`src/rtl/perf_pkg.sv`:
```
// Shared types and constants for the interval-capture performance block.
package perf_pkg;
  localparam int CYC_W  = 32;
  localparam int DROP_W = 16;

  typedef enum logic {
    IDLE = 1'b0,
    RUN  = 1'b1
  } state_t;

  localparam logic [CYC_W-1:0] MIN_INIT = 32'hFFFF_FFFF;
endpackage

```
`src/rtl/perf_sample_fifo.sv`:
```
// First-word-fall-through sample FIFO; the head is held in a register so
// dout is a clean flop output.
module perf_sample_fifo #(
  parameter int DEPTH = 16,
  parameter int W     = 32
) (
  input  logic         clk,
  input  logic         rst,
  input  logic         clear,
  input  logic         push,
  input  logic         pop,
  input  logic [W-1:0] din,
  output logic         accept,
  output logic [W-1:0] dout,
  output logic         empty,
  output logic         full
);
  localparam int AW = $clog2(DEPTH);

  logic [W-1:0]  mem [DEPTH];
  logic [AW:0]   wr_ptr, rd_ptr, wr_ptr_n, rd_ptr_n;
  logic          do_push, do_pop;

  assign empty   = (wr_ptr == rd_ptr);
  assign full    = (wr_ptr[AW] != rd_ptr[AW]) && (wr_ptr[AW-1:0] == rd_ptr[AW-1:0]);
  assign do_pop  = pop && !clear && !empty;
  // A pop frees a slot in the same edge, so a full FIFO still accepts.
  assign accept  = !full || do_pop;
  assign do_push = push && !clear && accept;

  always_comb begin
    rd_ptr_n = rd_ptr + {{AW{1'b0}}, do_pop};
    wr_ptr_n = wr_ptr + {{AW{1'b0}}, do_push};
  end

  always_ff @(posedge clk) begin
    if (do_push) mem[wr_ptr[AW-1:0]] <= din;
  end

  always_ff @(posedge clk or posedge rst) begin
    if (rst) begin
      wr_ptr <= '0;
      rd_ptr <= '0;
      dout   <= '0;
    end else if (clear) begin
      wr_ptr <= '0;
      rd_ptr <= '0;
      dout   <= '0;
    end else begin
      wr_ptr <= wr_ptr_n;
      rd_ptr <= rd_ptr_n;
      // New head is the word being written when the FIFO is (or drains to) empty.
      if (do_push && (rd_ptr_n[AW-1:0] == wr_ptr[AW-1:0]))
        dout <= din;
      else
        dout <= mem[rd_ptr_n[AW-1:0]];
    end
  end
endmodule

```
`src/rtl/perf_interval_capture.sv`:
```
// Timestamps start/stop pulses against the free-running cycle count, queues
// each elapsed interval and keeps running statistics.
module perf_interval_capture
  import perf_pkg::*;
#(
  parameter int DEPTH = 16,
  parameter int TOT_W = 48
) (
  input  logic              clk,
  input  logic              rst,
  input  logic [31:0]       cycle_cnt,
  input  logic              start,
  input  logic              stop,
  input  logic              clear,
  input  logic              rd_en,
  output logic              busy,
  output logic [31:0]       rd_data,
  output logic              empty,
  output logic              full,
  output logic [31:0]       n_samples,
  output logic [TOT_W-1:0]  total_cycles,
  output logic [31:0]       min_cycles,
  output logic [31:0]       max_cycles,
  output logic [15:0]       drop_cnt,
  output logic              proto_err
);
  state_t             state;
  logic [CYC_W-1:0]   start_ts;
  logic [CYC_W-1:0]   elapsed;
  logic               commit, accept;
  logic [TOT_W:0]     tot_sum;

  // Modular subtraction makes a single counter wrap come out right.
  assign elapsed = cycle_cnt - start_ts;
  assign commit  = !clear && (state == RUN) && stop;
  assign tot_sum = {1'b0, total_cycles} + {{(TOT_W+1-CYC_W){1'b0}}, elapsed};
  assign busy    = (state == RUN);

  perf_sample_fifo #(.DEPTH(DEPTH), .W(CYC_W)) u_fifo (
    .clk    (clk),
    .rst    (rst),
    .clear  (clear),
    .push   (commit),
    .pop    (rd_en),
    .din    (elapsed),
    .accept (accept),
    .dout   (rd_data),
    .empty  (empty),
    .full   (full)
  );

  always_ff @(posedge clk or posedge rst) begin
    if (rst) begin
      state    <= IDLE;
      start_ts <= '0;
      proto_err <= 1'b0;
    end else if (clear) begin
      state    <= IDLE;
      start_ts <= '0;
      proto_err <= 1'b0;
    end else begin
      case (state)
        IDLE: begin
          if (start) begin
            start_ts <= cycle_cnt;
            state    <= RUN;
          end else if (stop) begin
            proto_err <= 1'b1;
          end
        end
        RUN: begin
          if (stop)       state     <= IDLE;
          else if (start) proto_err <= 1'b1;
        end
        default: state <= IDLE;
      endcase
    end
  end

  // Statistics follow every committed sample, dropped or not.
  always_ff @(posedge clk or posedge rst) begin
    if (rst) begin
      n_samples    <= '0;
      total_cycles <= '0;
      min_cycles   <= MIN_INIT;
      max_cycles   <= '0;
      drop_cnt     <= '0;
    end else if (clear) begin
      n_samples    <= '0;
      total_cycles <= '0;
      min_cycles   <= MIN_INIT;
      max_cycles   <= '0;
      drop_cnt     <= '0;
    end else if (commit) begin
      if (n_samples != '1) n_samples <= n_samples + 32'd1;
      total_cycles <= tot_sum[TOT_W] ? '1 : tot_sum[TOT_W-1:0];
      if (elapsed < min_cycles) min_cycles <= elapsed;
      if (elapsed > max_cycles) max_cycles <= elapsed;
      if (!accept && drop_cnt != '1) drop_cnt <= drop_cnt + 16'd1;
    end
  end
endmodule

```
`config.mk`:
```
export PLATFORM = sky130hd
export DESIGN_NAME = perf_interval_capture
export DESIGN_NICKNAME = d
export VERILOG_FILES = /design/src/rtl/perf_pkg.sv /design/src/rtl/perf_sample_fifo.sv /design/src/rtl/perf_interval_capture.sv
export SDC_FILE = /design/constraint.sdc
export NUM_CORES = 1
export LEC_CHECK = 0
export BUFFER_PORTS_ARGS = -buffer_cell sky130_fd_sc_hd__buf_2
export CORE_ASPECT_RATIO = 1.5
export CORE_MARGIN = 4
export CORE_UTILIZATION = 60
export CTS_BUF_LIST = sky130_fd_sc_hd__clkbuf_8
export DETAILED_ROUTE_END_ITERATION = 12
export HOLD_SLACK_MARGIN = 0.1
export PLACE_DENSITY = 0.79
export SYNTH_ARGS = -nofsm -noshare
export SYNTH_HDL_FRONTEND = slang
export SYNTH_HIERARCHICAL = 1
export SYNTH_SLANG_ARGS = --single-unit
```
`constraint.sdc`:
```
create_clock -name clk -period 9.5 [get_ports clk]
set_input_delay 1.9 -clock clk [delete_from_list [all_inputs] [get_ports clk]]
set_output_delay 1.9 -clock clk [all_outputs]
set_load 0.03 [all_outputs]
```
Yosys cells after proc, flatten, opt, wreduce, memory -nomap -nowiden
Memories as Yosys holds them, arrays and structs flattened.
Index checks and enable logic that the tools add are counted.
W data, S select, Z words.
{"block": "word_totals", "reg_bits": 236, "ram_bits": 512, "input_bits": 38, "output_inout_bits": 196, "word_cells": 92, "n_memories": 1}
{"block": "classes", "addsub": 6, "n_lt_le_gt_ge": 2, "n_eq_ne": 11, "muxes": 34, "bitwise_logic": 1, "reduce_logical": 26}
{"name": "u_fifo.mem", "depth": 16, "width": 32, "read_ports": 1, "rd_ports_with_merged_regs": 0, "write_ports": 1, "line": "perf_sample_fifo.sv:20", "text": "logic [W-1:0] mem [DEPTH];"}
{"operator": "$mux W32", "count": 14}
{"operator": "$mux W48", "count": 3}
{"operator": "$add A48 B32 Y49", "count": 1}
{"operator": "$mux W16", "count": 3}
{"operator": "$add A32 B1 Y32 const B", "count": 1}
{"operator": "$gt A32 B32 Y1", "count": 1}
{"operator": "$lt A32 B32 Y1", "count": 1}
{"operator": "$ne A32 B32 Y1 const B", "count": 1}
{"operator": "$sub A32 B32 Y32", "count": 1}
{"operator": "$add A16 B1 Y16 const B", "count": 1}
{"operator": "$ne A16 B16 Y1 const B", "count": 1}
{"operator": "$ne A3 B3 Y1 const B", "count": 4}
{"operator": "$reduce_bool A2 Y1", "count": 6}
{"operator": "$add A5 B1 Y5", "count": 2}
{"operator": "$mux W1", "count": 10}
{"operator": "$mux W5", "count": 2}
{"operator": "$reduce_and A2 Y1", "count": 5}
{"operator": "$logic_and A1 B1 Y1", "count": 9}
{"operator": "$eq A4 B4 Y1", "count": 2}
{"operator": "$eq A5 B5 Y1", "count": 1}
{"operator": "$logic_not A1 Y1", "count": 4}
{"operator": "$pmux W1 S2", "count": 2}
{"operator": "$reduce_and A4 Y1", "count": 1}
{"operator": "$ne A2 B2 Y1 const B", "count": 1}
{"operator": "other kinds (3)", "count": 3}

Longest topological paths before layout
{"block": "depth", "word_depth": 9, "ltp_mapped": 24, "ltp_nobuf": 21}

Modules after synthesis
The synthesis kept the hierarchy.
{"mod": "perf_sample_fifo", "n_inst": 1, "cells_each": 1006, "area_per_inst_um2": 21356.7, "seq_area_each_um2": 16425.8}
{"mod": "perf_interval_capture", "n_inst": 1, "cells_each": 1476, "area_per_inst_um2": 13235.2, "seq_area_each_um2": 4894.7}

Worst setup path before layout
OpenSTA, ideal clock, no wires.
{"block": "synth_timing", "path_type": "input-to-reg", "start": "input port cycle_cnt[0]", "end": "register max_cycles[12]", "setup_ps": 132, "t_arrival_ps": 6465, "t_required_ps": 9368, "slack_ps": 2903, "stages": 20, "n_path_buf": 2, "cell_sequence": "inv_1 ha_1 fa_1 nor2b_1 o2111ai_1 a311oi_1 o211ai_1 o21ai_0 xor2_1 ha_1 nand2_1 nor2_1 a2111oi_0 o21ai_0 a221o_1 o21ai_0 buf_2 buf_2 mux2i_1 nor2_1"}
{"block": "synth_via", "elab_chain_cells": 4, "elab_cells_between_ends": 7, "classes_between": "add/sub (1); order compare (1); mux (3); reduce/logical (2)"}
{"item": "start, declared", "line": "perf_interval_capture.sv:11", "text": "input logic [31:0] cycle_cnt,"}
{"item": "$sub A32 B32 Y32", "line": "perf_interval_capture.sv:34", "text": "assign elapsed = cycle_cnt - start_ts;"}
{"item": "named net elapsed[26]", "line": "perf_interval_capture.sv:29", "text": "logic [CYC_W-1:0] elapsed;"}
{"item": "$gt A32 B32 Y1", "line": "perf_interval_capture.sv:98", "text": "if (elapsed > max_cycles) max_cycles <= elapsed;"}
{"item": "$reduce_bool A2 Y1 (no source line)"}
{"item": "$reduce_and A2 Y1 (no source line)"}
{"item": "end signal, assigned", "line": "perf_interval_capture.sv:98"}
{"item": "end, declared", "line": "perf_interval_capture.sv:23", "text": "output logic [31:0] max_cycles,"}
The timed path passes the listed nets, and every way through them passes these cells. The select of a mux whose other input is x is not followed.
A chain may end at the register's enable or synchronous reset.

Worst setup path after layout
{"block": "layout_timing", "start": "input port cycle_cnt[0]", "end": "register min_cycles[7]"}
{"block": "layout_via", "elab_chain_cells": 4, "elab_cells_between_ends": 7, "classes_between": "add/sub (1); order compare (1); mux (3); reduce/logical (2)"}
{"item": "$sub A32 B32 Y32", "line": "perf_interval_capture.sv:34"}
{"item": "named net elapsed[24]", "line": "perf_interval_capture.sv:29"}
{"item": "$lt A32 B32 Y1", "line": "perf_interval_capture.sv:97", "text": "if (elapsed < min_cycles) min_cycles <= elapsed;"}
{"item": "$reduce_bool A2 Y1 (no source line)"}
{"item": "$reduce_and A2 Y1 (no source line)"}
{"item": "end signal, assigned", "line": "perf_interval_capture.sv:97"}
{"item": "end, declared", "line": "perf_interval_capture.sv:22", "text": "output logic [31:0] min_cycles,"}
The timed path passes the listed nets, and every way through them passes these cells. The select of a mux whose other input is x is not followed.

==> impl_metrics.py <==
metrics = {
    "pwr": {
        "p_per_area_nw_per_um2": 193,
        "leakage_uw": 0.0156,
        "ir_drop_v": 0.000168,
    },
    "finish": {
        "multi_input_area_um2": 12600,
        "register_area_um2": 21300,
        "layout-drive-gt1-share_pct": 23.7,
        "nNetsFinal": 2944,
        "area_growth_pct": 13.4,
        "n_fill_cell": 3830,
        "finish.utilization_pct": 69.0,
    },
    "placement": {
        "gp_congestion": 0.934,
        "port-buffer-count": 233,
        "dp_hpwl_um": 58000,
    },
    "floorplanning": {
        "start_util_pct": 60.8,
        "io_pins": 234,
        "dieHeight_um": 302,
        "core-area_um2": 56900,
        "die_area_um2": 61600,
        "rows": 107,
        "die_w_um": 204,
    },
    "job": {
        "maxCapViolations": 0,
    },
    "clock_tree": {
        "post_cts_buffers": 0,
        "cts_root_buf": "clkbuf_8",
        "cts_buffers": 103,
        "clkSinkCount": 748,
        "clk_latency_ns": 0.72,
        "cts_buffer_depth": 3,
        "cts_tree": "yes",
        "path_clk_slew_ns": 0.07,
        "ctsHoldBuffers": 0,
        "cts-resized-gates": 0,
        "htreeDepth": 3,
    },
    "route": {
        "antenna_left": 0,
        "drt-pass1-iter-count": 6,
        "drt_wl_total_um": 91100,
        "routedWlPerCell_um": 25.1,
        "via_count": 22700,
        "drt-initial-drc-count": 1929,
        "drc_errors": 0,
        "viasPerCell": 6.27,
    },
    "timing": {
        "fin_skew_ns": 0.0348,
        "max_slew_margin_pct": 15.5,
        "period_minus_slack_ns": 6.80,
        "worst_pin_slew_ns": 1.25,
        "post-route-period-util_pct": 71.6,
        "setup_tns_ns": 0,
        "rsz0062_at_grt": "no",
        "hold_viol": 0,
        "max_freq_mhz": 147,
        "finalSetupViolCount": 0,
        "report.final.slew_viol_count": 0,
    },
    "grt": {
        "antenna_found_initial": 2,
        "grt_max_degree": 120,
        "grt_first_pass_wirelength_um": 139000,
        "grt_usage_pct": 29.7,
        "grt_overflow": 0,
        "grt_pass1_vias": 23700,
    },
    "run_status": {
        "status": "finished, final reports clean",
    },
    "hold_path": {
        "min-delay-start": "start_ts[27]$_DFFE_PP0P_",
        "min_path_type": "flip-flop to flip-flop",
    },
    "synth": {
        "synth_edf_count": 512,
        "synth_flop_cell": "edfxtp_1",
        "synth.net_count": 2655,
        "yosys_register_bits": 748,
        "synth_seq_area_share_pct": 61.6,
        "ys_types": 78,
        "syn_area_um2": 34600,
        "yosysWarnings": 6,
        "synthArstFlopShare_pct": 31.6,
        "postSynthAreaPerCell_um2": 13.9,
        "synth_cells": 2482,
    },
    "critical_path": {
        "cp_cell_sequence": "buf_2 > inv_1 > ha_1 > fa_1 > nor2b_1 > o2111ai_1 > a311oi_1 > nor2_1 > o21ai_0 > a21oi_1 > xnor2_2 > ha_1 > nand4_1 > nor2_1 > and3_1 > o21ai_0 > a31oi_1 > nor4_1 > o31ai_4 > buf_4 > mux2i_1 > nand2_1",
        "critPathRequiredTime_ns": 10.11,
        "start_kind": "primary input",
        "cp_max_fo": 35,
        "criticalPathCategory": "primary input to flip-flop",
        "cp_slowest_cell": "xnor2_2",
        "critPathCaptureType": "flip-flop",
        "arrival_ns": 7.41,
        "max_stage_delay_ns": 0.93,
        "startpoint": "cycle_cnt[0]",
        "reg2reg_from": "start_ts[0]$_DFFE_PP0P_",
    },
}
==> critical path, delay by kind of cell <==
kind / cells / cell delay, ns
XOR/XNOR: 1 / 0.93
AND/OR/NAND/NOR: 7 / 1.22
AO/OA/AOI/OAI: 7 / 1.57
buffers and inverters: 3 / 0.48
adder cells (fa/ha/maj): 3 / 1.06
multiplexers: 1 / 0.24
==> stage by stage <==
step	cells	cell area, µm²	total power (µW)	hold slack (ns)	setup WS (ns)
final	3625	39200	7570	0.506	2.70
after CTS	3623	39200	7590	0.509	2.72
after global placement	3429	37000	4920	0.488	2.16
after floorplan	2482	34600	4520	0.473	2.37
after detailed placement	3429	37000	4970	0.491	1.96
after global routing	3624	39200	7870	0.518	2.30
==> registers in the layout (all words and copies together), names as in the netlist <==
name	flops
busy	1
drop_cnt	16
max_cycles	32
min_cycles	32
n_samples	32
proto_err	1
start_ts	32
total_cycles	48
u_fifo/dout	32
u_fifo/mem	512
u_fifo/rd_ptr	5
u_fifo/wr_ptr	5
==> routing by layer <==
layer | track usage (%) | up-vias | wire, µm
met5 | 0 | - | 0
met4 | 14.9 | 0 | 4720
met3 | 7.31 | 239 | 8130
met2 | 51.2 | 1055 | 46400
met1 | 35.0 | 11400 | 31800
li1 | - | 9992 | -
==> placed cells by master, fill, tap and decap left out, types with 27 or more instances in the layout <==
master	instances
xnor2_1	40
a31oi_1	67
buf_2	232
clkbuf_8	109
nand2_1	191
dfstp_2	32
nor3_1	27
inv_1	146
nor2_1	148
a211oi_1	46
a21oi_1	90
edfxtp_1	512
ha_1	131
o21ai_0	79
a21o_1	34
dfrtp_1	204
a22o_1	64
and2_1	47
buf_4	65
mux4_2	128
mux2i_1	66
nand3_1	42
xor2_1	40
==> power breakdown <==
part           internal, µW  switching, µW
clock network          1430           1220
logic                   382            817
registers              3680           34.6
==> synthesized netlist by cell type, types with 21 or more instances <==
library cell  number  area share [%]
mux4_2           128             8.3
mux2i_1           66             1.9
dfstp_2           32             2.4
nor3_1            33            0.48
xor2_1            50             1.3
a31oi_1           67             1.2
nand2_1          191             2.1
a22o_1            64             1.6
o21ai_0           80             1.2
xnor2_1           60             1.5
nor2_1           158             1.7
and2_1            47            0.85
edfxtp_1         512              44
a21o_1            34            0.74
a21oi_1           90             1.3
buf_2             28            0.41
clkbuf_1          53            0.58
ha_1             133             4.8
dfrtp_1          204              15
nand3_1           42            0.61
inv_1            122             1.3
nand4_1           21            0.38
a211oi_1          46             1.0
==> final timing paths <==
kind	endpoint	slack (ns)	cells past startpoint
min	start_ts[27]$_DFFE_PP0P_	0.51	1
max in group asynchronous	total_cycles[36]$_DFFE_PP0P_	6.55	3
min in group asynchronous	total_cycles[6]$_DFFE_PP0P_	1.35	2
max	min_cycles[7]$_DFFE_PP1P_	2.70	22
max reg2reg	min_cycles[7]$_DFFE_PP1P_	3.64	20
min reg2reg	start_ts[27]$_DFFE_PP0P_	0.51	1
==> logic make-up (layout without fill, tap and decap cells) <==
kind of cell             Yosys count  after routing  share of synthesized area, %
multiplexers                     194            194                          10.2
AND/OR/NAND/NOR                  586            586                          7.97
adder cells (fa/ha/maj)          135            135                          4.93
other                              0              2                             0
XOR/XNOR                         111            111                          2.83
flip-flops                       748            748                          61.6
buffers and inverters            236            614                          3.11
AO/OA/AOI/OAI                    472            472                          9.28
==> area by class of cell <==
type                       instances  share of cell area [%]
antenna                            2                  0.0128
clock buffer                     109                    3.82
clock inverter                    85                    1.86
inverter                         122                    1.19
multi-input combinational       1498                    32.1
sequential                       748                    54.3
tap                              763                    2.43
timing repair buffer             298                    4.25
(Power assumes the default switching activity.)
